===== src/rtl/usb_buf_pkg.sv =====
// Shared constants and types for the USB endpoint buffer arbiter.
// Requester ids double as round-robin slot indices, so their order matters.
package usb_buf_pkg;
    localparam int DEPTH   = 64;
    localparam int ADDR_W  = 6;
    localparam int DATA_W  = 8;
    localparam int NUM_REQ = 4;

    typedef enum logic [1:0] {
        REQ_HW = 2'd0,
        REQ_HR = 2'd1,
        REQ_UW = 2'd2,
        REQ_UR = 2'd3
    } req_e;

    typedef logic [1:0] arb_state_t;
    localparam arb_state_t ST_IDLE  = 2'd0;
    localparam arb_state_t ST_GRANT = 2'd1;
    localparam arb_state_t ST_FLUSH = 2'd2;

    function automatic logic is_rd(req_e r);
        return (r == REQ_HR) || (r == REQ_UR);
    endfunction
endpackage


===== src/rtl/usb_rr_arbiter.sv =====
// 4-way round-robin: the slot after the last grant has top priority.
// The pointer returns to the host-write slot on reset and on flush.
module usb_rr_arbiter
    import usb_buf_pkg::*;
(
    input  logic               clk,
    input  logic               rst,
    input  logic               flush,
    input  logic [NUM_REQ-1:0] eligible,
    output logic [NUM_REQ-1:0] grant,
    output logic [1:0]         grant_idx,
    output logic               grant_vld
);
    logic [1:0] ptr;
    logic [1:0] idx;

    always_comb begin
        grant     = '0;
        grant_idx = ptr;
        grant_vld = 1'b0;
        idx       = ptr;
        for (int k = 0; k < NUM_REQ; k++) begin
            idx = ptr + 2'(k);
            if (!grant_vld && eligible[idx]) begin
                grant_vld  = 1'b1;
                grant_idx  = idx;
                grant[idx] = 1'b1;
            end
        end
    end

    always_ff @(posedge clk or posedge rst) begin
        if (rst)
            ptr <= 2'd0;
        else if (flush)
            ptr <= 2'd0;
        else if (grant_vld)
            ptr <= grant_idx + 2'd1;
    end
endmodule


===== src/rtl/usb_buffer_arbiter.sv =====
// Owns the shared endpoint FIFO buffer: arbitrates four requesters onto one
// single-port SRAM, tracks pointers/occupancy and handles the flush request.
module usb_buffer_arbiter
    import usb_buf_pkg::*;
(
    input  logic              clk,
    input  logic              rst,
    input  logic              clear,
    input  logic              hw_req,
    output logic              hw_ack,
    input  logic [DATA_W-1:0] hw_data,
    input  logic              hr_req,
    output logic              hr_ack,
    output logic [DATA_W-1:0] hr_data,
    input  logic              uw_req,
    output logic              uw_ack,
    input  logic [DATA_W-1:0] uw_data,
    input  logic              ur_req,
    output logic              ur_ack,
    output logic [DATA_W-1:0] ur_data,
    output logic [ADDR_W-1:0] mem_addr,
    output logic              mem_wen,
    output logic              mem_ren,
    output logic [DATA_W-1:0] mem_wdata,
    input  logic [DATA_W-1:0] mem_rdata,
    output logic [ADDR_W:0]   buffer_occupancy,
    output logic              overrun,
    output logic              underrun
);
    arb_state_t         state;
    logic [ADDR_W-1:0]  wptr, rptr;
    logic [ADDR_W:0]    occ;
    logic               rd_vld, rd_zero;
    req_e               rd_who;

    logic [NUM_REQ-1:0] req_vec, busy, eligible, grant;
    logic [1:0]         grant_idx;
    logic               grant_vld, allow, full, empty;
    logic               g_wr, g_rd, wr_ok, rd_ok;
    logic [DATA_W-1:0]  ret_data;

    assign req_vec = {ur_req, uw_req, hr_req, hw_req};
    assign allow   = !clear && (state != ST_FLUSH);

    // A reader whose data is still in the return stage may not be re-granted.
    for (genvar i = 0; i < NUM_REQ; i++) begin : g_busy
        assign busy[i] = rd_vld && (rd_who == req_e'(i));
    end

    assign eligible = allow ? (req_vec & ~busy) : '0;

    usb_rr_arbiter u_rr (
        .clk       (clk),
        .rst       (rst),
        .flush     (clear),
        .eligible  (eligible),
        .grant     (grant),
        .grant_idx (grant_idx),
        .grant_vld (grant_vld)
    );

    assign full  = (occ == (ADDR_W+1)'(DEPTH));
    assign empty = (occ == '0);
    assign g_wr  = grant_vld && !is_rd(req_e'(grant_idx));
    assign g_rd  = grant_vld &&  is_rd(req_e'(grant_idx));
    assign wr_ok = g_wr && !full;
    assign rd_ok = g_rd && !empty;

    assign mem_wen   = wr_ok;
    assign mem_ren   = rd_ok;
    assign mem_addr  = wr_ok ? wptr : (rd_ok ? rptr : '0);
    assign mem_wdata = !wr_ok ? '0 : ((req_e'(grant_idx) == REQ_HW) ? hw_data : uw_data);

    assign hw_ack = grant[REQ_HW];
    assign uw_ack = grant[REQ_UW];
    assign hr_ack = rd_vld && (rd_who == REQ_HR);
    assign ur_ack = rd_vld && (rd_who == REQ_UR);

    // Empty reads and reads landing on a flush return zero.
    assign ret_data = (rd_zero || clear) ? '0 : mem_rdata;
    assign hr_data  = hr_ack ? ret_data : '0;
    assign ur_data  = ur_ack ? ret_data : '0;

    assign buffer_occupancy = occ;

    always_ff @(posedge clk or posedge rst) begin
        if (rst) begin
            state    <= ST_IDLE;
            wptr     <= '0;
            rptr     <= '0;
            occ      <= '0;
            rd_vld   <= 1'b0;
            rd_zero  <= 1'b0;
            rd_who   <= REQ_HW;
            overrun  <= 1'b0;
            underrun <= 1'b0;
        end else begin
            state    <= clear ? ST_FLUSH : (grant_vld ? ST_GRANT : ST_IDLE);
            rd_vld   <= g_rd;
            rd_zero  <= !rd_ok;
            rd_who   <= req_e'(grant_idx);
            overrun  <= g_wr && full;
            underrun <= g_rd && empty;
            if (clear) begin
                wptr <= '0;
                rptr <= '0;
                occ  <= '0;
            end else if (wr_ok) begin
                wptr <= wptr + 1'b1;
                occ  <= occ + 1'b1;
            end else if (rd_ok) begin
                rptr <= rptr + 1'b1;
                occ  <= occ - 1'b1;
            end
        end
    end
endmodule

===== config.mk =====
export PLATFORM = sky130hd
export DESIGN_NAME = usb_buffer_arbiter
export DESIGN_NICKNAME = d
export VERILOG_FILES = /design/src/rtl/usb_buf_pkg.sv /design/src/rtl/usb_rr_arbiter.sv /design/src/rtl/usb_buffer_arbiter.sv
export SDC_FILE = /design/constraint.sdc
export NUM_CORES = 1
export LEC_CHECK = 0
export BUFFER_PORTS_ARGS = -buffer_cell sky130_fd_sc_hd__buf_2
export CORE_MARGIN = 2
export CORE_UTILIZATION = 40
export CTS_BUF_LIST = sky130_fd_sc_hd__clkbuf_4
export CTS_CLUSTER_SIZE = 25
export DETAILED_ROUTE_END_ITERATION = 16
export HOLD_SLACK_MARGIN = 0.03
export PLACE_DENSITY = 0.64
export SYNTH_ARGS = -nofsm -noshare
export SYNTH_HDL_FRONTEND = slang
export SYNTH_SLANG_ARGS = --single-unit
export TNS_END_PERCENT = 50

===== constraint.sdc =====
create_clock -name clk -period 4.75 [get_ports clk]
set_input_delay 0.7125 -clock clk [delete_from_list [all_inputs] [get_ports clk]]
set_output_delay 0.7125 -clock clk [all_outputs]
set_load 0.01 [all_outputs]

After elaboration in Yosys (flattened, before gate mapping). Index checks and enable logic that the tools add are counted.

$mul: 0. Reductions and logical operators: 36. Order comparisons: 8. Muxes and demuxes: 47. Divide/modulo/power cells: 0. $add $sub $neg: 8. Shift-type cells: 0. Bitwise gates (word level): 5. Equal/unequal tests: 8.

Operators by type and width (number): 2-to-1 mux 6 bit (7); 2-to-1 mux 8 bit (5); 2-to-1 mux 7 bit (3); logical AND 1 bit (18); 2-to-1 mux 1 bit (13); adder 6 x 1 -> 6 bit (second input constant) (2); < comparator 2 x 3 -> 1 bit (second input constant) (4); 2-to-1 mux 2 bit (6); 2-to-1 mux 3 bit (4); OR 3 bit (3); binary-select mux 1 bit (select 2 bit) (4); demux 1 bit (select 2 bit) (4); >= comparator 2 x 1 -> 1 bit (second input constant) (4); zero test 1 bit (8); adder 7 x 1 -> 7 bit (second input constant) (1); equality test 7 bit (second input constant) (1); zero test 7 bit (1); subtractor 7 x 1 -> 7 bit (second input constant) (1); equality test 2 bit (second input constant) (3); nonzero test 2 bit (3); adder 2 x 1 -> 2 bit (second input constant) (2); adder 2 bit (second input constant) (2); bitwise AND 4 bit (1); equality test 2 x 1 -> 1 bit (second input constant) (2); 7 further kinds (10).

Input port bits: 31. Latch bits: 0. Memory bits (read-only): 0. Logic and storage cells: 122. Bits in registers: 29. Memories: 0. RAM bits: 0.

Depth between registers and ports, before layout. Gate-level depths: netlist of the first run.

Depth in word-level cells: 24. Depth in mapped cells: 19.

Modules after synthesis. Synthesis of the first run repeated with hierarchy kept, for this count alone.

Cells, all modules: 255. Area, all modules: 2313.5 um^2.

By module, submodules not included: usb_buffer_arbiter (instances 1, area an instance 1794.2 um^2, seq. area each 675.6 um^2, cells each 199); usb_rr_arbiter (instances 1, area an instance 519.2 um^2, seq. area each 50.0 um^2, cells each 56).

Least setup slack after synthesis of the first run. Ideal clock, no wire load.

Path type: register to register. Start: register u_rr.ptr[0]. End: register occ[6] (netlist: buffer_occupancy[6]). Path buffers: 2. Library setup time: 0.078 ns. Path slack: 1.027 ns. Stages on the path, launching flop included: 18. Arrival time: 3.645 ns. Cells stage by stage: dfrtp_1 -> buf_6 -> inv_1 -> ha_1 -> inv_1 -> a211oi_2 -> nor2_1 -> o31a_1 -> o211ai_2 -> clkbuf_1 -> ha_1 -> a21o_1 -> a21oi_1 -> o21bai_1 -> a21oi_1 -> xor2_1 -> or3_1 -> a21oi_1.

Longest elaborated chain between the ends: 19.

RTL lines: from (decl) (line usb_rr_arbiter.sv:14) `logic [1:0] ptr;`; from (signal assigned) (line usb_rr_arbiter.sv:38) `ptr <= grant_idx + 2'd1;`; branches (longest 19 deep; another with adder 2 x 1 -> 2 bit); to (signal assigned) (line usb_buffer_arbiter.sv:110) `occ <= occ + 1'b1;`; to (signal assigned) (line usb_buffer_arbiter.sv:113) `occ <= occ - 1'b1;`; to (decl) (line usb_buffer_arbiter.sv:32) `logic [ADDR_W:0] occ;`.

Several ways; the timed one is not identified. The select of a mux whose other input is x is not followed. A chain may end at the register's enable or synchronous reset.

Worst setup path in the final report of the first run.
Start: register u_rr.ptr[0]. End: output mem_wdata[2].

Longest elaborated chain between the ends: 18.

RTL lines: branches (longest 17 deep; another with adder 2 x 1 -> 2 bit); 2-to-1 mux 8 bit * (line usb_buffer_arbiter.sv:72) `assign mem_wdata = !wr_ok ? '0 : ((req_e'(grant_idx) == REQ_HW) ? hw_data : uw_data);`; to (decl) (line usb_buffer_arbiter.sv:24) `output logic [DATA_W-1:0] mem_wdata,`.

Mark *: on every way between the ends. The select of a mux whose other input is x is not followed.

==> run metrics, run 1 <==
GRT Total Usage=~18%; Die Span X=77.9 um; Max Freq=around 0.24 GHz; dpl cell area=2610 um^2; fillcell total=slightly below 500; Final Hold Vio Count=0; Final min period=4.15 ns; Worst EP arrival=3.44 ns; Synth top cells by count=33 x nor2_1, 29 x dfrtp_1, 20 x and3_1, 18 x nand2_1, 16 x a21oi_1; Initial Utilization=between 40% and 50%; ranking of synthesized cells by area=dfrtp_1 33%, ha_1 7.4%, and3_1 5.7%, nor2_1 5.7%, mux2i_1 5.0%; async set or reset register ratio after synthesis=100%; vias in the first global route=between 1,500 and 2,000; TNS Setup=0 ns; gpl congestion=a little under 0.9; Mapped Area=around 2200 um^2; drt drc=0; clock transition at the registers of the reported paths=about 0.090 ns; status=finished, final reports clean; Die ar.=just over 6000 um^2; max incr delay on CP=~0.76 ns; Core ar.=around 5200 um^2; Clock Tree Root=clkbuf_4; ys flop type=dfrtp_1; FP Rows=26; HPWL after DPL=between 3000 and 4000 um; Ant. Diodes=0; non-filler cells, final=390; drt wl/cell=approximately 13 um; CTS tree=yes; WP buf/inv=3; critical path type=flip-flop to primary output; Design Area, Final=approximately 2700 um^2; most common cell in the netlist=nor2_1; unrepaired setup endpoints after global routing=false; Routed Antenna Nets=0; max cap viols=0; Final Util=just over 50%; CP Data Required Time=between 4 and 5 ns; Post-CTS Resized=0; routed wire length=5020 um; Post-Syn Nets=between 200 and 300; relative slew slack=~54%; pin count of the biggest net entering global routing=30; Pins Over Slew Limit=0; clock skew=0.00761 ns; layout cells sized above 1=a little under a third; Post-CTS Setup Bufs=0; CP top delay family=adder cells; Vias/cell=between 5 and 6; P_leak=approximately 0.0015 uW; Post-synth EDFFs=0; Cell variety after synth=just under 50; area grow syn2layout=23.0%; first-pass GRT wire length=between 8000 and 9000 um; nets=364; area leader, netlist=dfrtp_1; yosys warns=0; PortBufs=75; Inserted Clock Buffers=5; Startpoint Class=flip-flop; register bit total from synthesis=29; final setup vio count=0; critical path cell sequence=inv_1, ha_1, inv_1, a211oi_2, o211ai_2, a21oi_1, xnor2_1, ha_1, mux2i_1, nor2_1, buf_2; syn avg cell area=8.84 um^2; PD cells=between 500 and 600 nW/um^2; clk_lat worst skew=around 0.33 ns; H-tree levels=2; antenna violations before repair=0; Die Y-Extent=between 70 and 80 um; clk buf depth=2; Placed Cells=between 300 and 400; DRT iter0 DRCs=97; Cells after Synth=around 250; hold-fix buffer count after cts=0; sequential share of the synthesized area=between 30% and 40%; Final period util=slightly below 90%; via count=around 2,000; Peak VDD IR=roughly 300 uV; Crit. End Element=primary output; DR pass1 iterations=4; hold crit path type=input port to async pin; total grt overflow=0; CP max FO=14; Critical-path top delay cell=dfrtp_1; Worst-Margin Slew=between 0.6 and 0.7 ns; Yosys top cell area share=33.2%; TritonCTS Sinks=29; I/O Pins=76
metrics by stage:
stage / setup slack, ns / hold WS [ns] / power, uW
2_1_floorplan: 1.03 / 0.505 / 1060
3_3_place_gp: 0.913 / 0.535 / 1240
3_5_place_dp: 0.777 / 0.543 / 1240
4_1_cts: 0.549 / 0.437 / 1460
5_1_grt: 0.275 / 0.468 / 1590
6_report: 0.598 / 0.434 / 1450
final cells by class:
cell class,instances,area (um^2),share of cell area [%]
Clock inverter,2,33.8,1.26
Tap cell,70,87.6,3.26
Clock buffer,6,45.0,1.68
Inverter,13,48.8,1.82
Multi-Input combinational cell,193,1350,50.4
Timing Repair Buffer,77,390,14.5
Sequential cell,29,726,27.0
sequential cells by signal (all words and copies together) (netlist names), 2 cells and up:
name	flops
state	2
wptr	6
rd_who	2
u_rr.ptr	2
rptr	6
buffer_occupancy	7
per-layer routing:
metal / vias to the layer above / track usage (%) / part of all wire (%)
li1: 1017 / - / -
met1: 935 / 23.1 / 48
met4: 0 / 4.82 / 0.92
met2: 48 / 29.4 / 46
met5: - / 0 / 0
met3: 5 / 4.07 / 4.5
worst min-delay path: cells and delay by family:
family,cells,cell delay (ns)
buffers and inverters,3,0.46
cells by family after synthesis:
kind of cell | Yosys count | synth area share (%)
xor+xnor | 18 | 7.57
simple gates | 93 | 20.9
flops | 29 | 33.2
mux | 13 | 6.25
fa+ha+maj | 14 | 8.37
compound gates | 55 | 18.9
buf+inv | 25 | 4.76
cell usage in the layout, fill, tap and decap left out, drive strengths merged, types with 2 or more instances in the layout:
cell / netlist / layout
nor2: 34 / 34
o21ai: 6 / 6
xnor2: 8 / 8
xor2: 10 / 10
nand4: 5 / 5
inv: 13 / 13
ha: 13 / 13
nor4: 2 / 2
mux2i: 11 / 11
mux2: 2 / 2
o211ai: 7 / 7
a211oi: 5 / 5
and3: 20 / 20
nand2: 18 / 18
dfrtp: 29 / 29
and2: 2 / 2
or2: 2 / 2
buf: 5 / 77
nand3: 3 / 3
a22o: 6 / 6
a22oi: 2 / 2
clkbuf: 7 / 6
a21oi: 17 / 17
a21o: 3 / 3
o31ai: 2 / 2
a32oi: 2 / 2
nor2b: 3 / 3
or3: 3 / 3
where the power goes:
part / internal, uW / switching, uW
Sequential: 300 / 82.1
Clock: 115 / 88.2
Combinational: 360 / 500
path summary, 6_finish.rpt:
kind / endpoint / cells after the start / start / slack [ns]
worst min-delay path: wptr[5] / 3 / rst / 0.43
min in group clk: wptr[5] / 2 / wptr[5] / 0.56
max in group asynchronous: buffer_occupancy[0] / 3 / rst / 4.05
worst max-delay path: mem_wdata[2] / 11 / u_rr.ptr[0] / 0.60
worst max register to register: buffer_occupancy[6] / 16 / u_rr.ptr[0] / 0.74
worst min register to register: wptr[5] / 2 / wptr[5] / 0.56
Power figures use the tool's default switching activity.
==> run 2: changes to the inputs <==
==> constraint.sdc (replaced) <==
create_clock -name clk -period 4.75 [get_ports clk]
set_input_delay 0.7125 -clock clk [delete_from_list [all_inputs] [get_ports clk]]
set_output_delay 0.7125 -clock clk [all_outputs]
set_load 0.05 [all_outputs]
==> run metrics, run 2 (synthesized netlist as in run 1, its figures left out) <==
status=finished, final reports clean; Final period util=89.2%; nets=between 300 and 400; P_leak=0.00146 uW; hold crit path type=input port to async pin; drt drc=0; Die Span X=about 78 um; clock skew=0.0108 ns; routed wire length=4960 um; Setup WS post-layout=0.511 ns; Inserted Clock Buffers=5; reg2reg setup slack=0.78 ns; pre-CTS setup slack=0.808 ns; I/O Pins=76; DR pass1 iterations=4; first-pass GRT wire length=roughly 8000 um; GRT Total Usage=between 10% and 20%; Worst EP arrival=around 3.5 ns; Initial Utilization=42.2%; Startpoint Class=flip-flop; most common cell after layout, fill and taps aside=buf_2; Routed Antenna Nets=0; critical path type=flip-flop to primary output; Core ar.=5170 um^2; area of the multi-input gates=roughly 1400 um^2; Die Y-Extent=about 80 um; Die ar.=a little over 6000 um^2; total grt overflow=0; Vias/cell=roughly 5.2; vias in the first global route=about 1,800; Critical-path top delay cell=dfrtp_1; Worst-Margin Slew=around 0.7 ns; Post-CTS Setup Bufs=0; Ant. Diodes=0; fillcell total=477; DRT iter0 DRCs=a little under 90; Reg2Reg Depth=17; CP Data Required Time=4.04 ns; FP Rows=26; CP max FO=14; Post-CTS Resized=0; commonest non-fill, non-tap cells in the layout=75 x buf_2, 33 x nor2_1, 29 x dfrtp_1, 20 x and3_1, 18 x nand2_1; reg-to-reg startpoint=u_rr.ptr[0]; Clock Tree Root=clkbuf_4; pin count of the biggest net entering global routing=30; Max Freq=around 0.24 GHz; HPWL after DPL=roughly 3700 um; Crit. End Element=primary output; Largest register FFs=7; Final min period=4.24 ns; final setup vio count=0; TNS Setup=0 ns; max incr delay on CP=between 0.7 and 0.8 ns; antenna violations before repair=0; relative slew slack=53.3%; Register Area=a little over 700 um^2; FF-to-FF End=buffer_occupancy[6]; clk_lat worst skew=between 0.3 and 0.4 ns; PD cells=about 620 nW/um^2; H-tree levels=2; drt wl/cell=between 10 and 15 um; gpl congestion=about 0.84; via count=just over 2,000; Peak VDD IR=461 uV; PortBufs=75; Pins Over Slew Limit=0; clock transition at the registers of the reported paths=~0.10 ns; hold-fix buffer count after cts=0; critical path cell sequence=inv_1, ha_1, inv_1, a211oi_2, o211ai_2, a21oi_1, xnor2_1, ha_1, mux2i_1, nor2_1, buf_2; area grow syn2layout=24.1%; unrepaired setup endpoints after global routing=false; max cap viols=0; layout cells sized above 1=between 30% and 40%; CTS tree=yes; Final Hold Vio Count=0; clk buf depth=2; TritonCTS Sinks=29
==> run 2: final cells by class <==
cell class,instances,area share (%)
flip-flops and latches,29,26.8
repair buffers,77,14.4
clock buffers,5,1.39
well taps,70,3.23
clock inverters,3,2.40
multi-input cells,193,50.0
inverters,13,1.80
==> run 2: worst max-delay path: cells and delay by family (launching register included) <==
family / cells / cell delay (ns)
AOI/OAI and AO/OA: 3 / 0.57
xor gates and xnor gates: 1 / 0.26
adders and majority gates: 2 / 0.90
buffers and inverters: 3 / 0.48
DFF: 1 / 0.76
muxes: 1 / 0.14
and+or+nand+nor: 1 / 0.10
==> run 2: how the worst max path moves through the flow <==
| stage | endpoint | startpoint | slack [ns] | cells past startpoint |
|---|---|---|---|---|
| 5_1_grt | mem_wdata[2] | u_rr.ptr[0] | 0.18 | 11 |
| 4_1_cts | mem_wdata[2] | u_rr.ptr[0] | 0.46 | 11 |
| 2_1_floorplan | mem_wdata[0] | u_rr.ptr[0] | 0.93 | 12 |
| 3_3_place_gp | buffer_occupancy[6] | u_rr.ptr[0] | 0.91 | 17 |
| 6_report | mem_wdata[2] | u_rr.ptr[0] | 0.51 | 11 |
| 3_5_place_dp | buffer_occupancy[6] | u_rr.ptr[0] | 0.81 | 17 |
==> run 2: where the power goes <==
part | switching, uW | internal, uW | total [uW]
registers | 82.7 | 300 | 383
logic | 680 | 362 | 1040
clock network | 88.6 | 163 | 251
total | 851 | 825 | 1680
==> run 2: per-layer routing <==
layer / wire length, um / vias to the layer above / share of wire [%] / global-route usage, %
met2: 2290 / 61 / 46 / 27.8
met1: 2330 / 935 / 47 / 22.0
met3: 307 / 4 / 6.2 / 3.84
met4: 41 / 0 / 0.83 / 4.82
li1: - / 1017 / - / -
met5: 0 / - / 0 / 0
==> run 2: stage by stage <==
stage	util [%]	power [uW]	hold slack, ns	cell area, um^2	instances
after floorplan	-	1240	0.505	2180	247
after global placement	50.4	1420	0.534	2610	382
after detailed placement	50.4	1430	0.542	2610	382
after CTS	52.4	1690	0.443	2710	390
after global routing	52.4	1820	0.474	2710	390
final	52.4	1680	0.437	2710	390
==> run 3: changes to the inputs <==
- CORE_UTILIZATION: 40 -> 38
- PLACE_DENSITY: 0.64 -> 0.61
==> run metrics, run 3 (synthesized netlist as in run 1, its figures left out) <==
hold crit path type=input port to async pin; GRT Total Usage=between 15 and 20%; Crit. End Element=primary output; Initial Utilization=roughly two fifths; Design Area, Final=around 2700 um^2; Final Hold Vio Count=0; vias in the first global route=1,835; reg2reg setup slack=about 0.98 ns; Post-CTS Resized=0; via count=roughly 2,000; Clock Tree Root=clkbuf_4; Core ar.=approximately 5500 um^2; Routed Antenna Nets=0; PD cells=594 nW/um^2; Pwr Total=approximately 1600 uW; Die Span X=around 80 um; Vias/cell=between 5 and 6; antenna violations before repair=0; Post-CTS Setup Bufs=0; critical path type=flip-flop to primary output; I/O Pins=76; end of the critical path=mem_wdata[0]; nets=366; reg-to-reg startpoint=u_rr.ptr[0]; clock transition at the registers of the reported paths=0.10 ns; hold-fix buffer count after cts=0; layout cells sized above 1=a little under a third; Die ar.=~6400 um^2; Startpoint Class=flip-flop; routed wire length=5040 um; Max Freq=about 0.25 GHz; first-pass GRT wire length=roughly 8000 um; CP Data Required Time=~4.0 ns; Final period util=85.2%; gpl congestion=~0.84; PortBufs=between 70 and 80; Inserted Clock Buffers=5; unrepaired setup endpoints after global routing=false; DR pass1 iterations=6; clk buf depth=2; clock skew=0.00935 ns; total grt overflow=0; Peak VDD IR=344 uV; Final Util=approximately half; commonest non-fill, non-tap cells in the layout=75 x buf_2, 33 x nor2_1, 29 x dfrtp_1, 20 x and3_1, 18 x nand2_1; dpl cell area=2620 um^2; relative slew slack=55.4%; CTS tree=yes; HPWL after DPL=~3800 um; FF-to-FF End=buffer_occupancy[6]; Final min period=4.05 ns; TNS Setup=0 ns; Setup crit start=u_rr.ptr[0]; area grow syn2layout=22.7%; Die Y-Extent=about 80 um; Pins Over Slew Limit=0; Ant. Diodes=0; Reg2Reg Depth=16; drt wl/cell=12.8 um; status=finished, final reports clean; pin count of the biggest net entering global routing=30; Largest register FFs=7; clk_lat worst skew=roughly 0.34 ns; max cap viols=0; FP Rows=27; final setup vio count=0; DRT iter0 DRCs=76; P_leak=0.00145 uW; H-tree levels=2; CP max FO=8; Worst EP arrival=between 3 and 4 ns; most common cell after layout, fill and taps aside=buf_2; TritonCTS Sinks=29; Worst-Margin Slew=~0.67 ns; drt drc=0
==> run 3: layer usage <==
| metal | wire, um | vias up | part of all wire [%] | global-route usage, % |
|---|---|---|---|---|
| li1 | - | 1020 | - | - |
| met3 | 254 | 8 | 5.0 | 3.62 |
| met1 | 2300 | 929 | 46 | 19.1 |
| met2 | 2420 | 51 | 48 | 29.1 |
| met4 | 65 | 0 | 1.3 | 5.76 |
| met5 | 0 | - | 0 | 0 |
==> run 3: power by group <==
group	total, uW	leakage [uW]	internal (uW)	switching, uW
logic	1070	0.00103	371	701
clock network	150	0.0000310	55.7	94.4
registers	369	0.000388	301	68.8
==> run 3: worst max-delay path, cell delays in order (launching register included) <==
cell	delay [ns]
dfrtp_1	0.56
inv_1	0.12
ha_1	0.37
inv_1	0.07
a211oi_2	0.24
o211ai_2	0.14
a21oi_1	0.20
xnor2_1	0.26
ha_1	0.53
mux2i_1	0.25
nor2_1	0.05
buf_2	0.21
==> run 3: layout make-up <==
cell class              count  area [um^2]
clock buffers               5         37.5
clock inverters             3         17.5
fillers                   562         2860
inverters                  13         48.8
multi-input cells         193         1350
flip-flops and latches     29          726
well taps                  72         90.1
repair buffers             79          405
==> run 3: how the worst min path moves through the flow <==
stage                        from       to  depth (start not counted)  slack (ns)
after floorplan           wptr[5]  wptr[5]                          2        0.50
after global placement    wptr[5]  wptr[5]                          2        0.54
after detailed placement  wptr[5]  wptr[5]                          2        0.55
after CTS                     rst  rptr[4]                          3        0.42
after global routing          rst  rptr[5]                          3        0.44
final                         rst  rptr[5]                          3        0.42
==> run 3: stage by stage <==
step           setup slack [ns]  hold WS, ns  std cells
2_1_floorplan             0.926        0.505        247
3_3_place_gp              0.985        0.536        386
3_5_place_dp              0.895        0.548        386
4_1_cts                   0.670        0.421        394
5_1_grt                   0.361        0.442        394
6_report                  0.704        0.420        394
